## src/rtl/seven_seg_pkg.sv

```systemverilog
// rtl/seven_seg_pkg.sv - shared 7-segment font and display geometry constants
package seven_seg_pkg;

    localparam int DIGIT_COUNT = 4;
    localparam int NIBBLE_W    = 4;

    // Active-low segment patterns {dp,g,f,e,d,c,b,a}; entry n is the glyph for hex n.
    // Packed array, so the leftmost literal is entry 15.
    localparam logic [15:0][7:0] SEG_FONT = {
        8'h8E, 8'h86, 8'hA1, 8'hC6,   // F E d C
        8'h83, 8'h88, 8'h90, 8'h80,   // b A 9 8
        8'hF8, 8'h82, 8'h92, 8'h99,   // 7 6 5 4
        8'hB0, 8'hA4, 8'hF9, 8'hC0    // 3 2 1 0
    };

    function automatic logic [7:0] hex_to_seg(input logic [NIBBLE_W-1:0] nibble);
        return SEG_FONT[nibble];
    endfunction

endpackage

```

## src/rtl/seg7_hex_decoder.sv

```systemverilog
// rtl/seg7_hex_decoder.sv - combinational hex nibble to active-low 7-segment decoder
//   i_nibble : hex value to show
//   o_seg    : active-low segments, bit0=a .. bit6=g, bit7=dp (always off)
module seg7_hex_decoder
    import seven_seg_pkg::*;
(
    input  logic [NIBBLE_W-1:0] i_nibble,
    output logic [7:0]          o_seg
);

    assign o_seg = hex_to_seg(i_nibble);

endmodule

```

## src/rtl/updown_counter_display_top.sv

```systemverilog
// rtl/updown_counter_display_top.sv - 16-bit hex up/down counter with buzzer and 4-digit muxed display
//   clk_50MHz : board clock, all logic on rising edge
//   reset     : synchronous active-high reset
//   stop      : freeze count and prescaler
//   load      : force count to LOAD_VALUE (overrides stop)
//   updown    : 1 = count up, 0 = count down, sampled at the tick
//   buzzer    : high while the wrap pulse timer is running
//   seg       : active-low segments of the selected digit
//   digit     : active-low digit enables, digit[0] = least-significant nibble
module updown_counter_display_top
    import seven_seg_pkg::*;
#(
    parameter int          TICK_DIV    = 50_000_000,
    parameter int          SCAN_DIV    = 50_000,
    parameter int          BUZZ_CYCLES = 25_000_000,
    parameter logic [15:0] LOAD_VALUE  = 16'h1234
) (
    input  logic       clk_50MHz,
    input  logic       reset,
    input  logic       stop,
    input  logic       load,
    input  logic       updown,
    output logic       buzzer,
    output logic [7:0] seg,
    output logic [3:0] digit
);

    localparam int PW = (TICK_DIV > 1) ? $clog2(TICK_DIV) : 1;
    localparam int SW = (SCAN_DIV > 1) ? $clog2(SCAN_DIV) : 1;
    localparam int BW = $clog2(BUZZ_CYCLES + 1);
    localparam int IW = $clog2(DIGIT_COUNT);

    localparam logic [PW-1:0] PRESC_MAX = PW'(TICK_DIV - 1);
    localparam logic [SW-1:0] SCAN_MAX  = SW'(SCAN_DIV - 1);
    localparam logic [BW-1:0] BUZZ_LOAD = BW'(BUZZ_CYCLES);
    localparam logic [IW-1:0] IDX_LAST  = IW'(DIGIT_COUNT - 1);

    logic [15:0]   r_count;
    logic [PW-1:0] r_presc;
    logic [SW-1:0] r_scan_cnt;
    logic [IW-1:0] r_idx;
    logic [BW-1:0] r_buzz;

    logic                w_tick;
    logic                w_step;
    logic                w_wrap;
    logic [NIBBLE_W-1:0] w_nibble;
    logic [3:0]          w_onehot;

    assign w_tick = (r_presc == PRESC_MAX);
    // A step only happens when neither load nor stop is holding the counter.
    assign w_step = w_tick && !load && !stop;
    assign w_wrap = w_step && (updown ? (r_count == 16'hFFFF) : (r_count == 16'h0000));

    always_ff @(posedge clk_50MHz) begin
        if (reset) begin
            r_count    <= 16'h0000;
            r_presc    <= '0;
            r_scan_cnt <= '0;
            r_idx      <= '0;
            r_buzz     <= '0;
        end else begin
            // Display scan runs regardless of load/stop.
            if (r_scan_cnt == SCAN_MAX) begin
                r_scan_cnt <= '0;
                r_idx      <= (r_idx == IDX_LAST) ? '0 : r_idx + 1'b1;
            end else begin
                r_scan_cnt <= r_scan_cnt + 1'b1;
            end

            // A new wrap restarts the pulse even if one is already running.
            if (w_wrap) begin
                r_buzz <= BUZZ_LOAD;
            end else if (r_buzz != '0) begin
                r_buzz <= r_buzz - 1'b1;
            end

            if (load) begin
                r_count <= LOAD_VALUE;
                r_presc <= '0;
            end else if (!stop) begin
                if (w_tick) begin
                    r_presc <= '0;
                    r_count <= updown ? (r_count + 16'd1) : (r_count - 16'd1);
                end else begin
                    r_presc <= r_presc + 1'b1;
                end
            end
        end
    end

    assign buzzer   = (r_buzz != '0);
    assign w_onehot = 4'b0001 << r_idx;
    assign digit    = ~w_onehot;
    assign w_nibble = r_count[r_idx*NIBBLE_W +: NIBBLE_W];

    seg7_hex_decoder u_dec (
        .i_nibble (w_nibble),
        .o_seg    (seg)
    );

endmodule

```

## config.mk

```make
export PLATFORM = sky130hd
export DESIGN_NAME = updown_counter_display_top
export DESIGN_NICKNAME = d
export VERILOG_FILES = /design/src/rtl/seven_seg_pkg.sv /design/src/rtl/seg7_hex_decoder.sv /design/src/rtl/updown_counter_display_top.sv
export SDC_FILE = /design/constraint.sdc
export NUM_CORES = 1
export LEC_CHECK = 0
export ABC_AREA = 1
export ABC_CLOCK_PERIOD_IN_PS = 4860
export CAP_MARGIN = 20
export CORE_MARGIN = 1
export CORE_UTILIZATION = 40
export CTS_CLUSTER_DIAMETER = 200
export DETAILED_ROUTE_END_ITERATION = 10
export DONT_BUFFER_PORTS = 1
export GPL_TIMING_DRIVEN = 0
export PLACE_DENSITY_LB_ADDON = 0.1
export SYNTH_ARGS = -nofsm -noshare
export SYNTH_HDL_FRONTEND = slang
export SYNTH_SLANG_ARGS = --single-unit
```

## constraint.sdc

```tcl
create_clock -name clk_50MHz -period 4.86 [get_ports clk_50MHz]
set_input_delay 0.243 -clock clk_50MHz [delete_from_list [all_inputs] [get_ports clk_50MHz]]
set_output_delay 0.243 -clock clk_50MHz [all_outputs]
set_load 0.05 [all_outputs]
```

# After elaboration in Yosys (flattened, before gate mapping)
# Memories as Yosys holds them, arrays and structs flattened.
# Index checks and enable logic that the tools add are counted.
[op_classes]
add_sub_neg = 6
order_cmp = 1
eq_ne = 5
shift = 2
n_mux = 10
bitwise = 2
reduce_logical = 14
[op_table]
columns = ["cell", "n"]
rows = [
  ["$mux 25", 2],
  ["$mux 13", 3],
  ["$add 16x1->16 const B", 2],
  ["$eq 16x16->1 const B", 2],
  ["$add 26x1->26 const B", 1],
  ["$eq 26x26->1 const B", 1],
  ["$mux 26", 1],
  ["$reduce_bool 25->1", 1],
  ["$sub 25x1->25 const B", 1],
  ["$logic_not 16->1", 1],
  ["$mux 16", 1],
  ["$shiftx 16x5->4", 1],
  ["$sub 16x1->16 const B", 1],
  ["$mux 8", 1],
  ["$reduce_or 2->1", 3],
  ["$lt 4x5->1 const B", 1],
  ["$not 4->4", 1],
  ["$reduce_and 2->1", 2],
  ["$reduce_bool 2->1", 2],
  ["$shl 1x2->4 const A", 1],
  ["$logic_and 1x1->1", 3],
  ["$add 2x1->2 const B", 1],
  ["$eq 2x2->1 const B", 1],
  ["$logic_not 1->1", 2],
  ["other kinds (4)", 4],
]
[totals]
ff_bits = 85
mem_bits_ro = 128
in_bits = 5
out_inout_bits = 13
wordCells = 48
memories = 1
[mem_list]
columns = ["memory", "words", "word_bits", "rd", "rd_clocked_by_memory_dff", "wr", "line_no", "rtl"]
rows = [
  ["(name not given)", 16, 8, 1, 0, 0, "seven_seg_pkg.sv:17", "return SEG_FONT[nibble];"],
]

# Longest topological paths before layout
# Gate-level depths: netlist of run 1.
[logic_depth]
depth_word = 5
mapped_depth = 12
depth_no_buf = 12

# By module
# Synthesis of run 1 repeated with hierarchy kept, for this count alone.
[hier_totals]
hier_cells = 886
hier_area_um2 = 5677.9
[by_module_without_submodules]
columns = ["mod", "n_inst", "cells_each", "area_each_um2", "seq_area_each_um2"]
rows = [
  ["updown_counter_display_top", 1, 835, 5392.7, 1701.6],
  ["seg7_hex_decoder", 1, 51, 285.3, 0.0],
]

# Worst setup path before layout of run 1
# Ideal clock, no wire load.
[synth_path]
kind = "reg-to-output"
from = "register r_idx[0]"
to = "output port seg[1]"
t_arrival_ns = 2.463
required_ns = 4.617
slack_ns = 2.154
path_stages_with_launch = 8
n_path_buf = 0
path_cell_list = "dfxtp_1 -> clkinv_1 -> o211ai_1 -> nand2_1 -> ha_1 -> nand2_1 -> nand2_1 -> a21boi_0"
[synth_between]
elab_chain_len = 3
[synth_rtl]
columns = ["item", "line_no", "rtl"]
rows = [
  ["from (decl)", "updown_counter_display_top.sv:41", "logic [IW-1:0] r_idx;"],
  ["from (signal assigned)", "updown_counter_display_top.sv:66", "r_idx <= (r_idx == IDX_LAST) ? '0 : r_idx + 1'b1;"],
  ["$shiftx 16x5->4", "updown_counter_display_top.sv:95", "assign w_nibble = r_count[r_idx*NIBBLE_W +: NIBBLE_W];"],
  ["$mem_v2 16x8", "n/a", ""],
  ["$mux 8 (implied by the code)", "seven_seg_pkg.sv:17", ""],
  ["to (decl)", "updown_counter_display_top.sv:24", "output logic [7:0] seg,"],
]
# No other way between the ends. The select of a mux whose other input is x is not followed.

# Worst setup path after layout of run 1
[layout_path]
from = "register r_idx[0]"
to = "output port seg[0]"
# The elaborated chain is that of the path after synthesis.

==> results.cfg, run 1 <==
[synthesis]
yosysMostFrequentCell = nand2_1
synth_area_leader_cell = dfxtp_1
synth_top_flop_cell = dfxtp_1
ys_types = 38
ys_seq_area_share_pct = 30.6
synth_commonest_cells = nand2_1 (215), nor2_1 (154), inv_1 (98), dfxtp_1 (85), nand3_1 (63)
async_reset_ff_share_pct = 0
synthTopCellsByArea = dfxtp_1 (31%), nand2_1 (15%), nor2_1 (10%), inv_1 (6.6%), ha_1 (6.3%)
syn_nets = 915
yosysWarnings = 0
syn_avg_cell_area_um2 = 6.32
netlist_area_um2 = 5560
synth-edff-count = 0
synthCells = 881
yosys_register_bits = 85
synth_top_area_share_pct = 30.6

[routing]
drt_first_iter_violations = 365
drc = 0
ant_nets = 0
dr.pass1.iters = 4
wl_per_cell_um = 13.2
num_vias = 5531
wl_mm = 14.1
viasPerCell = 5.15

[placement]
numPortBuffers = 0
place.gp.congestion = 0.881
hpwl_mm = 11.0

[outcome]
status = completed

[sta]
slew_headroom_pct = 22.1
period_minus_slack_ns = 3.25
setup_tns_ns = 0
worst_pin_slew_ns = 1.16
setup_viol = 0
fin_skew_ns = 0.00915
max_freq_mhz = 308
rsz0062_at_grt = false
slew_violations = 0
finalHoldViolCount = 0
final.period_utilization_pct = 66.8

[power_and_ir_drop]
power_density_nw_per_um2 = 427
max-vdd-ir-drop_mv = 0.229
p_leak_nw = 2.61

[clocking]
cts_tree = built
post_cts_buffers = 0
cts.sinks = 85
h-tree-depth = 3
path_clk_slew_ns = 0.06
clk_latency_ns = 0.35
root_buffer = clkbuf_16
cts_buffers = 9
clock_path_buffers = 2

[worst_setup_path]
cp.arrival_ns = 3.00
cp_common_cell = inv_1
critical_path_peak_fanout = 10
required_ns = 4.62
crit_slowest_cell = a31oi_1
max_stage_delay_ns = 0.85
crit_path_end_kind = output pin
cp_cell_sequence = clkinv_1 -> o211ai_1 -> nand2_1 -> inv_1 -> ha_1 -> inv_1 -> o21ai_0 -> a21oi_1 -> a31oi_1
critical_path_class = flop to output pin
reg2reg_depth = 10
start_kind = flop

[worst_hold_path]
hold_class = primary input to flop
min_delay_path_depth = 3

[final_layout]
finalNetCount = 927
area_growth_syn_to_layout_pct = 8.99
drive_above_1_share_pct = 4.45
fin_util_pct = 45.3
insertedDiodeCount = 0
n_fill_cell = 1407

[floorplan]
core_um2 = 13400
ios = 18
rows = 42
die_w_um = 120
die_h_um = 120
dieArea_um2 = 14400
start_util_pct = 41.5

[global_routing]
grt_use_total_pct = 20.6
grt_pass1_wl_mm = 23.9
grt-ovfl-total = 0
grt_max_degree = 15
grt_pass1_vias = 5053
antenna_found_initial = 0

[flow_run]
maxCapViolations = 0
-- kinds of logic (layout without fill, tap and decap cells) --
kind of cell               after synthesis  after routing  synth area share [%]
and+or+nand+nor                        517            517                  40.3
buffers and inverters                  114            131                  8.14
AOI/OAI and AO/OA                      113            113                  10.8
DFF                                     85             85                  30.6
adders and majority gates               29             29                  6.66
xor gates and xnor gates                22             22                  3.46
other                                    1              1                0.0674
-- state kept, by name, summed over array words and instances (netlist names) --
signal,cells
r_presc,26
r_count,16
r_scan_cnt,16
r_idx,2
r_buzz,25
-- through the flow --
step / instance area (µm²) / setup WS [ns] / hold WS, ns / total power [mW] / std cells
2_1_floorplan: 5560 / 2.15 / 0.312 / 1.72 / 881
3_3_place_gp: 5780 / 1.94 / 0.314 / 1.93 / 1057
3_5_place_dp: 5780 / 2.01 / 0.316 / 1.95 / 1057
4_1_cts: 6060 / 1.62 / 0.110 / 2.60 / 1074
5_1_grt: 6060 / 1.36 / 0.159 / 2.80 / 1074
6_report: 6060 / 1.61 / 0.121 / 2.59 / 1074
-- critical path, delay by kind of cell, from the launching register on --
family          cells  cell delay [ns]
flops               1             0.38
simple gates        1             0.20
compound gates      4             1.42
fa+ha+maj           1             0.20
buf+inv             3             0.45
-- placed cells by master (no fill, tap or decap), types with 6 or more instances in the layout --
| master | netlist | final |
|---|---|---|
| nor3_1 | 26 | 26 |
| xor2_1 | 12 | 12 |
| nand3_1 | 63 | 63 |
| clkbuf_16 | 0 | 9 |
| a21oi_1 | 61 | 61 |
| nand2_1 | 215 | 215 |
| ha_1 | 28 | 28 |
| dfxtp_1 | 85 | 85 |
| xnor2_1 | 10 | 10 |
| nor2_1 | 154 | 154 |
| nand3b_1 | 11 | 11 |
| nand4_1 | 24 | 24 |
| clkbuf_1 | 4 | 6 |
| o21ai_0 | 37 | 33 |
| inv_1 | 98 | 98 |
-- area by class of cell --
cell class              instances  area [µm²]  area share, %
inverters                     102         383           6.31
clock inverters                 4        23.8          0.392
flip-flops and latches         85        1700           28.1
clock buffers                  12         246           4.06
plain buffers                  12        70.1           1.16
repair buffers                  1        10.0          0.165
well taps                     176         220           3.63
multi-input cells             682        3410           56.2
-- power breakdown --
group	internal [mW]	leakage [nW]	switching (mW)	total, mW
clock network	0.359	0.136	0.280	0.639
registers	0.794	0.690	0.0913	0.886
logic	0.362	1.79	0.702	1.06
-- routing by layer --
layer	track usage, %	vias up	wire [µm]
li1	-	2894	-
met1	26.5	2498	6750
met2	34.2	121	6520
met3	4.47	18	649
met4	6.41	0	218
met5	0	-	0
-- timing repair --
item,4_1_cts,5_1_grt
hold buffers,1,0
resized for setup,0,0
endpoints found under the hold margin,2,0
-- final timing paths --
| path | startpoint | to | slack (ns) |
|---|---|---|---|
| setup / recovery | r_idx[0] | seg[0] | 1.61 |
| hold / removal | load | r_buzz[12] | 0.12 |
| setup reg to reg | r_count[0] | r_count[14] | 2.70 |
| hold reg to reg | r_scan_cnt[0] | r_scan_cnt[0] | 0.46 |
Note: power is estimated with default switching activity, not from simulation.
==> run 2: changes to the inputs <==
--- a/config.mk
+++ b/config.mk
@@ -6,7 +6,7 @@
 export NUM_CORES = 1
 export LEC_CHECK = 0
 export ABC_AREA = 1
-export ABC_CLOCK_PERIOD_IN_PS = 4860
+export ABC_CLOCK_PERIOD_IN_PS = 2700
 export CAP_MARGIN = 20
 export CORE_MARGIN = 1
 export CORE_UTILIZATION = 40
==> constraint.sdc (replaced) <==
create_clock -name clk_50MHz -period 2.7 [get_ports clk_50MHz]
set_input_delay 0.135 -clock clk_50MHz [delete_from_list [all_inputs] [get_ports clk_50MHz]]
set_output_delay 0.135 -clock clk_50MHz [all_outputs]
set_load 0.05 [all_outputs]
==> run 2 against run 1 <==
Compared with the run above: setup slack worse by 1.4 ns; critical path type unchanged; combinational power up 81%; wire length up 0.57%; largest power group unchanged; cell area rose by 0.97%; via count fell by 0.38%; non-clock buffer count increased by 2; total power is 80% higher; clock power increased by 82%; die area did not move; sequential power up 79%; critical path depth unchanged; cell count up 0.19%.
==> results.cfg, run 2 (synthesis gave the netlist of run 1 again) <==
[routing]
wl_per_cell_um = 13.2
dr.pass1.iters = 5
num_vias = 5510
drc = 0
ant_nets = 0
drt_first_iter_violations = 328
viasPerCell = 5.12
wl_mm = 14.2

[power_and_ir_drop]
p_leak_nw = 2.63
power_density_nw_per_um2 = 763
max-vdd-ir-drop_mv = 0.415

[placement]
hpwl_mm = 11.0
place.gp.congestion = 0.881
numPortBuffers = 0
dp_slack_ns = -0.0409
placed_area_um2 = 5780

[final_layout]
largest_register_ffs = 26
reg.largest.list = r_presc: 26 flops, r_buzz: 25 flops
finalNetCount = 929
regMostFlops = r_presc
area_growth_syn_to_layout_pct = 10.1
final_common_cell = nand2_1
stdcell_area_um2 = 6120
final_cell_mix = nand2_1 (213), nor2_1 (154), inv_1 (98)
regArea_um2 = 1700
multi_input_area_um2 = 3450
drive_above_1_share_pct = 5.78
n_fill_cell = 1403
insertedDiodeCount = 0

[floorplan]
start_util_pct = 41.5
die_h_um = 120
core_um2 = 13400
die_w_um = 120
ios = 18
dieArea_um2 = 14400
rows = 42

[worst_setup_path]
start_kind = flop
max_stage_delay_ns = 0.39
cp_cell_sequence = clkinvlp_4 -> o211ai_1 -> nand2_2 -> inv_1 -> ha_1 -> inv_1 -> o21ai_1 -> a21oi_1 -> a31oi_4
critical_path_class = flop to output pin
crit_path_end_kind = output pin
reg2reg_depth = 10
regToRegStartpoint = r_count[0]
cp_common_cell = inv_1
cp_num_buf_inv = 3
critical_path_peak_fanout = 8
required_ns = 2.57
path_delay_family = compound AO/OA/AOI/OAI gates
cp.arrival_ns = 2.31
rrSetupSlack_ns = 0.54
crit_slowest_cell = a31oi_4
reg2reg_to = r_count[14]

[flow_run]
maxCapViolations = 0

[outcome]
status = completed

[clocking]
h-tree-depth = 3
cts_buffers = 9
cts.sinks = 85
clk_latency_ns = 0.35
cts_tree = built
path_clk_slew_ns = 0.06
clock_path_buffers = 2
root_buffer = clkbuf_16

[sta]
worst_slack_ns = 0.257
max_freq_mhz = 409
slew_violations = 0
final.period_utilization_pct = 90.5
setup_viol = 0
slew_headroom_pct = 56.5
finalHoldViolCount = 0
worst_pin_slew_ns = 0.651
rsz0062_at_grt = false
fin_skew_ns = 0.00865
period_minus_slack_ns = 2.44

[global_routing]
grt_pass1_vias = 5053
grt-ovfl-total = 0
antenna_found_initial = 0
grt_pass1_wl_mm = 23.9
grt_use_total_pct = 20.7
grt_max_degree = 15

[worst_hold_path]
hold_end = r_buzz[12]
hold_class = primary input to flop
min_delay_path_depth = 3
min_from = load
run 2: cell count changes in the layout (fill, tap and decap cells not counted):
cell and change:
nand2_2 +2, clkinvlp_4 +1, a31oi_4 +1, buf_4 +2, a21boi_2 +1, o21ai_1 -3
clkinv_1 -1, a31oi_1 -1, o21ai_2 +4, dfxtp_1 -1, o21ai_0 -1, dfxtp_2 +1
nand2_1 -2, a21boi_1 -1
run 2: worst max-delay path by stage:
stage	startpoint	end	slack [ns]	cells after the start
detailed placement	r_idx[0]	seg[0]	-0.04	9
floorplan	r_idx[0]	seg[1]	0.10	7
global route	r_idx[0]	seg[0]	0.08	9
CTS	r_idx[0]	seg[0]	0.002	9
finish	r_idx[0]	seg[0]	0.26	9
global placement	r_idx[0]	seg[1]	-0.11	7
run 2: cell type report:
cell class | count | area share, %
multi-input combinational | 682 | 56.3
sequential | 85 | 27.8
inverter | 102 | 6.31
clock buffer | 12 | 4.03
tap | 176 | 3.60
buffer | 12 | 1.14
timing repair buffer | 3 | 0.409
clock inverter | 4 | 0.388
run 2: worst min-delay path: stages:
cell and delay, ns:
nor2_1 0.03, nand3_1 0.09, a21oi_1 0.06
run 2: power breakdown:
| group | internal, mW | switching [mW] |
|---|---|---|
| Sequential | 1.43 | 0.165 |
| Clock | 0.646 | 0.510 |
| Combinational | 0.654 | 1.26 |
run 2: stage by stage:
stage	utilization, %	power, mW	hold slack, ns	setup TNS, ns	instances
2_1_floorplan	-	3.10	0.204	0	881
3_3_place_gp	43.2	3.47	0.206	-0.163	1057
3_5_place_dp	43.2	3.51	0.208	-0.0409	1057
4_1_cts	45.5	4.69	0.00172	0	1074
5_1_grt	45.7	5.05	0.0509	0	1076
6_report	45.7	4.67	0.0119	0	1076
run 2: metal layers:
| metal | GRT usage [%] | share of wire, % | up-vias |
|---|---|---|---|
| met5 | 0 | 0 | - |
| met4 | 6.41 | 1.7 | 0 |
| met3 | 4.47 | 3.8 | 17 |
| met2 | 34.4 | 46 | 103 |
| met1 | 26.5 | 48 | 2494 |
| li1 | - | - | 2896 |
run 2: repair_timing:
item | in CTS | in global routing
hold buffers | 1 | 0
endpoints found under the setup margin | 4 | 6
resized for setup | 5 | 7
endpoints found under the hold margin | 2 | 0
buffers inserted | 0 | 2
